`src/rtl/cp_symbol_scheduler.sv`:
```
// Cyclic-prefix read sequencer: per symbol reads CP_LEN tail samples, then all N_FFT samples.
// Latency: frame_start -> first rd_en 2 cycles, out_valid 1 more; tx_en low freezes reads in place.
module cp_symbol_scheduler #(
    parameter int N_FFT          = 64,
    parameter int ADDR_W         = 6,
    parameter int CP_LEN         = 16,
    parameter int SYMS_PER_FRAME = 10,
    parameter int GAP_CYCLES     = 4
) (
    input  logic              clk,
    input  logic              rst,
    input  logic              frame_start,
    input  logic              abort,
    input  logic              sym_ready,
    input  logic              tx_en,
    output logic              sym_release,
    output logic              rd_en,
    output logic [ADDR_W-1:0] rd_addr,
    output logic              out_valid,
    output logic              out_prefix,
    output logic [7:0]        sym_idx,
    output logic              busy,
    output logic              frame_done
);

    localparam int GAP_W = (GAP_CYCLES > 1) ? $clog2(GAP_CYCLES) : 1;

    localparam logic [ADDR_W-1:0] PREFIX_BASE = ADDR_W'(N_FFT - CP_LEN);
    localparam logic [ADDR_W-1:0] CP_LAST     = ADDR_W'(CP_LEN - 1);
    localparam logic [ADDR_W-1:0] BODY_LAST   = ADDR_W'(N_FFT - 1);
    localparam logic [7:0]        SYM_LAST    = 8'(SYMS_PER_FRAME - 1);
    localparam logic [GAP_W-1:0]  GAP_LAST    = GAP_W'((GAP_CYCLES > 0) ? GAP_CYCLES - 1 : 0);

    typedef enum logic [2:0] {
        S_IDLE,
        S_WAIT_SYM,
        S_PREFIX,
        S_BODY,
        S_GAP
    } state_t;

    state_t             state_q, state_d;
    logic [ADDR_W-1:0]  cnt_q, cnt_d;
    logic [GAP_W-1:0]   gap_cnt_q, gap_cnt_d;
    logic [7:0]         sym_idx_q, sym_idx_d;
    logic               out_valid_q, out_valid_d;
    logic               out_prefix_q, out_prefix_d;
    logic               frame_done_q, frame_done_d;
    logic               last_rd;
    logic               prefix_rd;

    always_comb begin
        state_d      = state_q;
        cnt_d        = cnt_q;
        gap_cnt_d    = gap_cnt_q;
        sym_idx_d    = sym_idx_q;
        frame_done_d = 1'b0;
        rd_en        = 1'b0;
        rd_addr      = '0;
        last_rd      = 1'b0;
        prefix_rd    = 1'b0;

        case (state_q)
            S_IDLE: begin
                if (frame_start) begin
                    state_d   = S_WAIT_SYM;
                    sym_idx_d = '0;
                end
            end
            S_WAIT_SYM: begin
                if (sym_ready && tx_en) begin
                    state_d = S_PREFIX;
                    cnt_d   = '0;
                end
            end
            S_PREFIX: begin
                if (tx_en) begin
                    rd_en     = 1'b1;
                    prefix_rd = 1'b1;
                    rd_addr   = PREFIX_BASE + cnt_q;
                    if (cnt_q == CP_LAST) begin
                        state_d = S_BODY;
                        cnt_d   = '0;
                    end else begin
                        cnt_d = cnt_q + 1'b1;
                    end
                end
            end
            S_BODY: begin
                if (tx_en) begin
                    rd_en   = 1'b1;
                    rd_addr = cnt_q;
                    cnt_d   = cnt_q + 1'b1;
                    if (cnt_q == BODY_LAST) begin
                        last_rd = 1'b1;
                        cnt_d   = '0;
                        if (sym_idx_q == SYM_LAST) begin
                            state_d      = S_IDLE;
                            frame_done_d = 1'b1;
                        end else begin
                            sym_idx_d = sym_idx_q + 1'b1;
                            gap_cnt_d = '0;
                            state_d   = (GAP_CYCLES == 0) ? S_WAIT_SYM : S_GAP;
                        end
                    end
                end
            end
            S_GAP: begin
                // Gap timing is wall-clock: tx_en does not stretch it.
                if (gap_cnt_q == GAP_LAST) begin
                    state_d = S_WAIT_SYM;
                end else begin
                    gap_cnt_d = gap_cnt_q + 1'b1;
                end
            end
            default: state_d = S_IDLE;
        endcase

        if (abort) begin
            state_d      = S_IDLE;
            cnt_d        = '0;
            gap_cnt_d    = '0;
            sym_idx_d    = '0;
            frame_done_d = 1'b0;
        end

        // An aborted frame must not hand its buffer back upstream.
        sym_release  = last_rd && !abort && !rst;
        out_valid_d  = rd_en && !abort;
        out_prefix_d = prefix_rd && !abort;
    end

    always_ff @(posedge clk) begin
        if (rst) begin
            state_q      <= S_IDLE;
            cnt_q        <= '0;
            gap_cnt_q    <= '0;
            sym_idx_q    <= '0;
            out_valid_q  <= 1'b0;
            out_prefix_q <= 1'b0;
            frame_done_q <= 1'b0;
        end else begin
            state_q      <= state_d;
            cnt_q        <= cnt_d;
            gap_cnt_q    <= gap_cnt_d;
            sym_idx_q    <= sym_idx_d;
            out_valid_q  <= out_valid_d;
            out_prefix_q <= out_prefix_d;
            frame_done_q <= frame_done_d;
        end
    end

    assign out_valid  = out_valid_q;
    assign out_prefix = out_prefix_q;
    assign sym_idx    = sym_idx_q;
    assign frame_done = frame_done_q;
    assign busy       = (state_q != S_IDLE);

endmodule

```
`config.mk`:
```
export PLATFORM = sky130hd
export DESIGN_NAME = cp_symbol_scheduler
export DESIGN_NICKNAME = d
export VERILOG_FILES = /design/src/rtl/cp_symbol_scheduler.sv
export SDC_FILE = /design/constraint.sdc
export NUM_CORES = 1
export LEC_CHECK = 0
export ABC_CLOCK_PERIOD_IN_PS = 1900
export BUFFER_PORTS_ARGS = -buffer_cell sky130_fd_sc_hd__buf_2
export CAP_MARGIN = 20
export CELL_PAD_IN_SITES_DETAIL_PLACEMENT = 0
export CELL_PAD_IN_SITES_GLOBAL_PLACEMENT = 2
export CORE_UTILIZATION = 32
export DETAILED_ROUTE_END_ITERATION = 7
export MAX_ROUTING_LAYER = met4
export PLACE_DENSITY = 0.78
export SYNTH_ARGS = -nofsm -noshare
export SYNTH_HDL_FRONTEND = slang
export SYNTH_SLANG_ARGS = --single-unit
```
`constraint.sdc`:
```
create_clock -name clk -period 1.9 [get_ports clk]
set_input_delay 0.19 -clock clk [delete_from_list [all_inputs] [get_ports clk]]
set_output_delay 0.19 -clock clk [all_outputs]
set_load 0.02 [all_outputs]
```
# --- Yosys cells after proc, flatten, opt, wreduce, memory -nomap -nowiden ---
# Cells that the tools add are included.
op_classes:
  n_addsub: 4
  eq_ne: 17
  muxes: 35
  bitwise_logic: 3
  reduce_logical: 19
ops:
  columns: ["cell", "count"]
  rows:
  - ["6-bit 2-to-1 mux", 7]
  - ["8-bit 2-to-1 mux", 4]
  - ["3-bit 2-to-1 mux", 8]
  - ["2-bit inequality test (second input constant)", 9]
  - ["6-bit one-hot mux with 3 select lines", 1]
  - ["8-bit one-hot mux with 2 select lines", 1]
  - ["3-bit one-hot mux with 5 select lines", 1]
  - ["6-bit one-hot mux with 2 select lines", 1]
  - ["5-bit AND reduction", 2]
  - ["8-bit by 1-bit adder with 8-bit output (second input constant)", 1]
  - ["8-bit by 4-bit equality test with 1-bit output (second input constant)", 1]
  - ["2-bit 2-to-1 mux", 4]
  - ["1-bit 2-to-1 mux", 7]
  - ["7-bit AND reduction", 1]
  - ["6-bit by 1-bit adder with 6-bit output (second input constant)", 1]
  - ["6-bit adder (first input constant)", 1]
  - ["3-bit by 2-bit equality test with 1-bit output (second input constant)", 2]
  - ["6-bit by 4-bit equality test with 1-bit output (second input constant)", 1]
  - ["6-bit equality test (second input constant)", 1]
  - ["3-bit nonzero test", 2]
  - ["1-bit logical AND", 5]
  - ["5-bit OR reduction", 1]
  - ["2-bit one-hot mux with 2 select lines", 1]
  - ["4-bit AND reduction", 1]
  - ["other kinds (9)", 14]
word_totals:
  register_bits: 22
  word_cells: 85

# --- Longest topological paths before layout ---
# Gate-level depths: netlist (run 1).
depth:
  depth_word: 6
  mapped_depth: 8

# --- Worst setup path before layout (run 1) ---
# OpenSTA, ideal clock, no wires.
synth_timing:
  kind: "reg-to-reg"
  start: "register sym_idx_q[1], in the netlist sym_idx[1]"
  end: "register sym_idx_q[7], in the netlist sym_idx[7]"
  setup_time_ns: 0.070
  arrival_time_ns: 1.784
  required_ns: 1.830
  setup_slack_ns: 0.046
  path_stages_with_launch: 8
  path_buffers: 0
  synth_period_minus_slack_ns: 1.854
  cell_sequence: "dfxtp_1 -> inv_1 -> ha_1 -> nor4b_1 -> nand3_1 -> a31oi_4 -> or4_1 -> a21oi_1"
synth_via:
  elab_chain_cells: 5
  elab_cells_between_ends: 8
  classes_between: "add/sub (1); eq/ne (2); mux (4); reduce/logical (1)"
synth_lines:
  columns: ["element", "line", "source"]
  rows:
  - ["start, declared", "45", "logic [7:0] sym_idx_q, sym_idx_d;"]
  - ["start signal, assigned", "146", "sym_idx_q <= sym_idx_d;"]
  - ["8-bit by 1-bit adder with 8-bit output", "101", "sym_idx_d = sym_idx_q + 1'b1;"]
  - ["8-bit 2-to-1 mux", "97", "if (sym_idx_q == SYM_LAST) begin"]
  - ["8-bit 2-to-1 mux", "94", "if (cnt_q == BODY_LAST) begin"]
  - ["8-bit 2-to-1 mux", "90", "if (tx_en) begin"]
  - ["8-bit one-hot mux with 2 select lines", "63", "case (state_q)"]
# Parallel ways exist; a longest one is shown, timed or not. The select of a mux whose other input is x is not followed.
# A chain may end at the register's enable or synchronous reset.

# --- Worst setup path in the final report (run 1) ---
layout_timing:
  start: "register cnt_q[1]"
  end: "register sym_idx_q[5], in the netlist sym_idx[5]"
layout_via:
  elab_chain_cells: 3
layout_lines:
  columns: ["element", "line", "source"]
  rows:
  - ["start, declared", "43", "logic [ADDR_W-1:0] cnt_q, cnt_d;"]
  - ["start signal, assigned", "144", "cnt_q <= cnt_d;"]
  - ["6-bit equality test", "94", null]
  - ["2-bit inequality test (no source line)", null, null]
  - ["5-bit AND reduction (no source line)", null, null]
# Every way passes these cells.

==> results of run 1 <==
power breakdown:
part | leakage [nW] | switching (mW) | total [mW] | internal (mW)
clock network | 0.0288 | 0.158 | 0.342 | 0.185
logic | 0.544 | 0.0505 | 0.0856 | 0.0351
registers | 0.179 | 0.00311 | 0.465 | 0.462
total | 0.751 | 0.211 | 0.893 | 0.682
flip-flops by register name (all words and copies together), names as in the netlist:
register / count
out_prefix: 1
gap_cnt_q: 2
frame_done: 1
out_valid: 1
cnt_q: 6
state_q: 3
sym_idx: 8
cell families (layout without fill, tap and decap cells):
logic type	after synthesis	in the layout	synth area share, %
simple gates	71	71	30.31
compound gates	37	38	19.17
flops	22	22	33.24
buf+inv	14	58	6.798
fa+ha+maj	6	6	5.666
xor+xnor	5	5	3.306
mux	2	2	1.511
synthesized netlist by cell type, types with 2 or more instances:
library cell	n	area share [%]
o21a_1	2	1.1
nor2_1	16	4.5
or3b_1	2	1.3
nor4b_1	2	1.3
o31ai_1	3	1.7
nor3_1	2	0.76
buf_6	5	4.2
nand4_1	3	1.4
o21ai_0	6	2.3
or3_1	3	1.4
nand3_1	9	3.4
or4_1	5	2.8
inv_1	5	1.4
xor2_1	2	1.3
mux2i_1	2	1.5
clkbuf_1	3	0.85
a21o_1	2	1.1
dfxtp_1	22	33
ha_1	6	5.7
a21oi_1	16	6.0
nand2_1	10	2.8
and3_1	7	3.3
xnor2_1	3	2.0
nand4b_1	2	1.3
metal layers:
layer	part of all wire (%)	vias to the layer above
met2	52	30
met1	43	632
met3	3.5	4
met5	0	-
met4	1.0	0
li1	-	666
metrics by stage:
stage                     std cells  setup WS (ps)
after floorplan                 157          46.39
after detailed placement        242          52.64
after global routing            252         -6.730
after CTS                       246          24.48
after global placement          242          94.21
final                           252          98.87
area by class of cell:
class / count / area [um^2]
timing repair buffer: 48 / 301.5
inverter: 6 / 22.52
sequential: 22 / 444.2
tap: 50 / 62.56
fill: 404 / 2281
multi-input combinational: 122 / 833.3
clock buffer: 4 / 55.05
worst register-to-register path, stage by stage, from the launching register on:
cell	delay, ps
dfxtp_2	350
ha_2	170
and3_4	180
and3_4	220
a31oi_4	130
buf_6	150
o31a_2	320
o21a_1	180
what timing repair did:
| action | 4_1_cts | 5_1_grt |
|---|---|---|
| resized for setup | 0 | 9 |
| endpoints found under the setup margin | 0 | 6 |
| buffers inserted | 0 | 5 |
| endpoints found under the hold margin | 0 | 0 |
how the worst max path moves through the flow:
stage | endpoint | depth (start not counted)
finish | sym_idx[5]$_SDFFE_PP0P_ | 7
detailed placement | sym_idx[1]$_SDFFE_PP0P_ | 6
floorplan | sym_idx[7]$_SDFFE_PP0P_ | 7
CTS | sym_idx[7]$_SDFFE_PP0P_ | 6
global route | sym_idx[7]$_SDFFE_PP0P_ | 6
global placement | sym_idx[7]$_SDFFE_PP0P_ | 6
==> metrics.md, run 1 <==
| Metric | Value |
|---|---|
| Status | complete, no violations |
| First-pass GRT wire length | 5.444 mm |
| Setup crit end kind | flop |
| Slowest-stage cell, CP | dfxtp_2 |
| Clk_skew | 4.640 ps |
| Area grow syn2layout | 29.75% |
| First-iteration detailed-routing DRC count | 56 |
| Gpl congestion | 0.8165 |
| Die width | 66.35 um |
| Most used DFF post-synth | dfxtp_1 |
| Antenna violations before repair | 0 |
| GR peak layer | met2 |
| Met3 track demand over resource | 1.552% |
| Max Transition Viols Final | 0 |
| Max VDD drop | 0.0002369 V |
| Inserted Clock Buffers | 3 |
| Cells along the critical path | ha_2, and3_4, and3_4, a31oi_4, buf_6, o31a_2, o21a_1 |
| Residual DRC | 0 |
| Die Height | 66.35 um |
| Max stage delay on crit path | 350 ps |
| Min cycle time layout | 1801 ps |
| Commonest cells after routing, fill and taps aside | 25 x buf_2, 22 x buf_4, 19 x dfxtp_1, 16 x nor2_1, 15 x a21oi_1 |
| Die footprint | 0.004402 mm^2 |
| Crit path required time | 2060 ps |
| Worst Path Buf+Inv | 1 |
| Wire per inst | 13.71 um |
| Vias | 1332 |
| Worst-Skew Late Latency | 260 ps |
| Worst reg2reg path depth | 7 |
| CTS H-tree lvls | 1 |
| Initial core utilization | 33.12% |
| Grt met2 use | 31.38% |
| Detailed Routing Iterations Pass 1 | 4 |
| Final wirelength | 3.455 mm |
| Setup crit start | cnt_q[1]$_SDFFE_PP0P_ |
| Slew margin rel. | 62.74% |
| Lkg Pwr | 0.7514 nW |
| Final total power | 0.8934 mW |
| Asr flop ratio synth | 0% |
| Worst Hold Depth | 3 |
| Final period utilization | 94.80% |
| Max Cap Viol | 0 |
| Row cnt | 23 |
| Detailed Place HPWL | 2.545 mm |
| Crit-path most repeated cell | and3_4 |
| Most common cell after layout, fill and taps aside | buf_2 |
| Synthesized Nets | 169 |
| Vias in the first global route | 1217 |
| Hold Path Sink | sym_idx[5]$_SDFFE_PP0P_ |
| Least-Margin Pin Slew | 555.9 ps |
| Gate Count Post-Synth | 157 |
| I/O pin cnt | 26 |
| Reg-to-reg endpoint | sym_idx[5]$_SDFFE_PP0P_ |
| TritonCTS clock tree | yes |
| Ys Warns | 0 |
| Hold Fails Final Rpt | 0 |
| Max FO, Critical Path | 7 |
| Total Routing Usage GR | 17.00% |
| Setup TNS | 0 ps |
| Share of layout cells above drive strength 1 | 34.65% |
| Syn Std Cell Area | 0.001325 mm^2 |
| Sequential fraction of the synthesis area | 33.24% |
| Avg Inst Size Synth | 8.440 um^2 |
| Post-CTS Hold Buffers | 0 |
| Max Fclk | 555.2 MHz |
| Remaining antenna violation count | 0 |
| Setup CP Type | reg2reg |
| Grt total ovfl | 0 |
| Startpoint type of the worst setup path | flop |
| HP Start | frame_start |
| Hold Crit Class | in2reg |
| Post-route cell area | 0.001719 mm^2 |
| Largest net degree at the start of global routing | 17 |
| Worst-case clock buffer depth | 2 |
| Reg2reg setup slack | 100 ps |
| Final Util | 42.98% |
| Final setup fails | 0 |
| CP top delay family | compound AO/OA/AOI/OAI gates |
| Post-placement cell area | 0.001580 mm^2 |
| Hold Slack | 296.8 ps |
| Port Buffers | 25 |
| FF+latch count, synth | 22 |
| Fin nets | 215 |
| Clock root cell | clkbuf_8 |
| Synth cell types | 43 |
| Antenna Cells | 0 |
| Worst reg2reg startpoint | cnt_q[1]$_SDFFE_PP0P_ |
| Mean number of vias per cell | 5.286 |
| P per Cell Area | 519.7 mW/mm^2 |
| Met1 usage | 18.74% |
| CTS sink cnt | 22 |
| Clock Pin Slew Worst Setup and Hold Paths | 80 ps |
| Core Footprint | 0.004000 mm^2 |
| CP arrival | 1960 ps |
| Post-synth EDFFs | 0 |
Note: power is estimated with default switching activity, not from simulation.
==> inputs of run 2 (changes only) <==
Settings changed: ABC_CLOCK_PERIOD_IN_PS 1900 to 1450, CORE_UTILIZATION 32 to 29, PLACE_DENSITY 0.78 to 0.75.
Clock period 1.9 ns to 1.45 ns, I/O delays scaled along.
==> run 2 against run 1 <==
  * Routed wire length up 14%
  * Sequential share of layout area down 5.2 points
  * Sequential power up 30%
  * First-iteration DRC count down 7.1%
  * Final area up 30%
  * Die area up 10%
  * Clock power up 49%
  * The flow now finishes with violations (negative setup slack)
  * Via count up 7.4%
==> metrics.md, run 2 (synthesis results as in run 1) <==
| Metric | Value |
|---|---|
| Grt total ovfl | 0 (unchanged) |
| Most common cell after layout, fill and taps aside | buf_4 (was buf_2) |
| Post-route cell area | 0.002235 mm^2 (was 0.001719 mm^2) |
| Reg2reg setup slack | -300 ps (was 100 ps) |
| Final worst slack | -295.1 ps (was 98.87 ps) |
| Final setup fails | 20 (was 0) |
| Residual DRC | 0 (unchanged) |
| Hold Fails Final Rpt | 0 (unchanged) |
| Die Height | 69.60 um (was 66.35 um) |
| Min cycle time layout | 1745 ps (was 1801 ps) |
| Worst Hold Depth | 3 (unchanged) |
| Remaining antenna violation count | 0 (unchanged) |
| Die width | 69.60 um (was 66.35 um) |
| Max Cap Viol | 0 (unchanged) |
| Post-CTS Hold Buffers | 0 (unchanged) |
| Worst reg2reg startpoint | cnt_q[1]$_SDFFE_PP0P_ (unchanged) |
| Max FO, Critical Path | 6 (was 7) |
| Lkg Pwr | 0.9518 nW (was 0.7514 nW) |
| Share of layout cells above drive strength 1 | 56.71% (was 34.65%) |
| First-iteration detailed-routing DRC count | 52 (was 56) |
| P per Cell Area | 566.3 mW/mm^2 (was 519.7 mW/mm^2) |
| Largest net degree at the start of global routing | 14 (was 17) |
| Vias in the first global route | 1501 (was 1217) |
| Reg-to-reg endpoint | sym_idx[0]$_SDFFE_PP0P_ (was sym_idx[5]$_SDFFE_PP0P_) |
| Least-Margin Pin Slew | 291.7 ps (was 555.9 ps) |
| First-pass GRT wire length | 6.555 mm (was 5.444 mm) |
| Setup crit end kind | flop (unchanged) |
| Detailed Routing Iterations Pass 1 | 4 (unchanged) |
| HP Start | frame_start (unchanged) |
| Mean number of vias per cell | 5.053 (was 5.286) |
| Total Routing Usage GR | 16.86% (was 17.00%) |
| Layout Cells excl Fill | 283 (was 252) |
| Clk_skew | 7.610 ps (was 4.640 ps) |
| Worst-case clock buffer depth | 2 (unchanged) |
| CTS H-tree lvls | 1 (unchanged) |
| Wire per inst | 13.97 um (was 13.71 um) |
| Commonest cells after routing, fill and taps aside | 42 x buf_4, 19 x buf_6, 16 x buf_2, 13 x a21oi_1, 13 x dfxtp_1 (was 25 x buf_2, 22 x buf_4, 19 x dfxtp_1, 16 x nor2_1, 15 x a21oi_1) |
| Max Fclk | 573.0 MHz (was 555.2 MHz) |
| Initial core utilization | 30.22% (was 33.12%) |
| Clock Pin Slew Worst Setup and Hold Paths | 90 ps (was 80 ps) |
| Crit path required time | 1640 ps (was 2060 ps) |
| Die footprint | 0.004843 mm^2 (was 0.004402 mm^2) |
| Failing checks | negative setup slack |
| Placed Instances | 265 (was 242) |
| Startpoint type of the worst setup path | flop (unchanged) |
| Inserted Clock Buffers | 3 (unchanged) |
| Fillers | 430 (was 404) |
| Detailed Place HPWL | 2.680 mm (was 2.545 mm) |
| Vias | 1430 (was 1332) |
| Area grow syn2layout | 68.65% (was 29.75%) |
| CTS sink cnt | 22 (unchanged) |
| Final wirelength | 3.954 mm (was 3.455 mm) |
| Hold Crit Class | in2reg (unchanged) |
| Max VDD drop | 0.0004215 V (was 0.0002369 V) |
| Gpl congestion | 0.8164 (was 0.8165) |
| Final period utilization | 120.4% (was 94.80%) |
| Status | complete, but fails checks (was complete, no violations) |
| Port Buffers | 25 (unchanged) |
| Core Footprint | 0.004384 mm^2 (was 0.004000 mm^2) |
| Setup CP Type | reg2reg (unchanged) |
| RSZ-0062 raised after global routing | yes |
| CP arrival | 1930 ps (was 1960 ps) |
| TritonCTS clock tree | yes (unchanged) |
| Setup TNS | -2568 ps (was 0 ps) |
| Hold Path Sink | sym_idx[5]$_SDFFE_PP0P_ (unchanged) |
| Max Transition Viols Final | 0 (unchanged) |
| Slew margin rel. | 80.49% (was 62.74%) |
| Antenna Cells | 0 (unchanged) |
| Worst-Skew Late Latency | 260 ps (about the same) |
| Post-placement cell area | 0.001780 mm^2 (was 0.001580 mm^2) |
| Worst reg2reg path depth | 6 (was 7) |
| Clock root cell | clkbuf_8 (unchanged) |
| Fin nets | 244 (was 215) |
| Row cnt | 24 (was 23) |
| I/O pin cnt | 26 (unchanged) |
| Antenna violations before repair | 0 (unchanged) |
| Final total power | 1.266 mW (was 0.8934 mW) |
| Max reg flops | 8 (unchanged) |
run 2: changes by cell type in the layout (fill, tap and decap cells not counted), moves of 5 or more:
cell | before | now
buf_2 | 25 | 16
buf_4 | 22 | 42
buf_6 | 1 | 19
dfxtp_1 | 19 | 13
nor2_1 | 16 | 11
nor2_4 | 0 | 5
run 2: metrics by stage:
stage / hold slack [ps] / util [%] / worst slack (ps)
2_1_floorplan: 336.3 / - / -236.5
3_3_place_gp: 456.4 / 40.61 / -220.6
3_5_place_dp: 487.6 / 40.61 / -262.0
4_1_cts: 248.4 / 48.03 / -254.1
5_1_grt: 276.9 / 50.97 / -348.8
6_report: 252.8 / 50.97 / -295.1
run 2: layout make-up:
class	count	area, um^2	share of cell area [%]
multi-input cells	122	1002	44.85
flip-flops and latches	22	461.7	20.66
inverters	6	30.03	1.344
clock buffers	4	66.31	2.968
well taps	52	65.06	2.912
repair buffers	77	609.3	27.27
run 2: worst max-delay path by stage:
stage	cells past startpoint	slack, ps	endpoint	from
6_report	6	-300	sym_idx[0]$_SDFFE_PP0P_	cnt_q[1]$_SDFFE_PP0P_
5_1_grt	6	-350	sym_idx[7]$_SDFFE_PP0P_	cnt_q[1]$_SDFFE_PP0P_
4_1_cts	6	-250	sym_idx[7]$_SDFFE_PP0P_	cnt_q[1]$_SDFFE_PP0P_
3_5_place_dp	6	-260	sym_idx[7]$_SDFFE_PP0P_	cnt_q[1]$_SDFFE_PP0P_
3_3_place_gp	6	-220	sym_idx[1]$_SDFFE_PP0P_	cnt_q[1]$_SDFFE_PP0P_
2_1_floorplan	7	-240	sym_idx[1]$_SDFFE_PP0P_	sym_idx[1]$_SDFFE_PP0P_
run 2: critical path: stages (launching register included):
cell and delay (ps):
dfxtp_2 360, ha_4 130, and3_4 180, and3_4 200, a31oi_4 120, or4_1 530, a21oi_1 150
run 2: power breakdown:
group          leakage (nW)  switching, mW  internal [mW]
combinational         0.735         0.0807         0.0692
sequential            0.183        0.00545          0.599
clock                0.0339          0.211          0.299
total                 0.952          0.298          0.968
run 2: routing by layer:
metal | share of wire, % | GRT usage (%) | vias up
li1 | - | - | 719
met2 | 54 | 30.10 | 19
met4 | 1.9 | 6.576 | 0
met5 | 0 | - | -
met1 | 42 | 18.88 | 686
met3 | 2.4 | 2.326 | 6
run 2: what timing repair did:
item | in CTS | in global routing
hold endpoints to repair | 0 | 0
setup buffers | 6 | 8
pin swaps | 12 | 7
gates cloned | 1 | 0
gates resized for setup | 54 | 20
endpoints found under the setup margin | 24 | 25
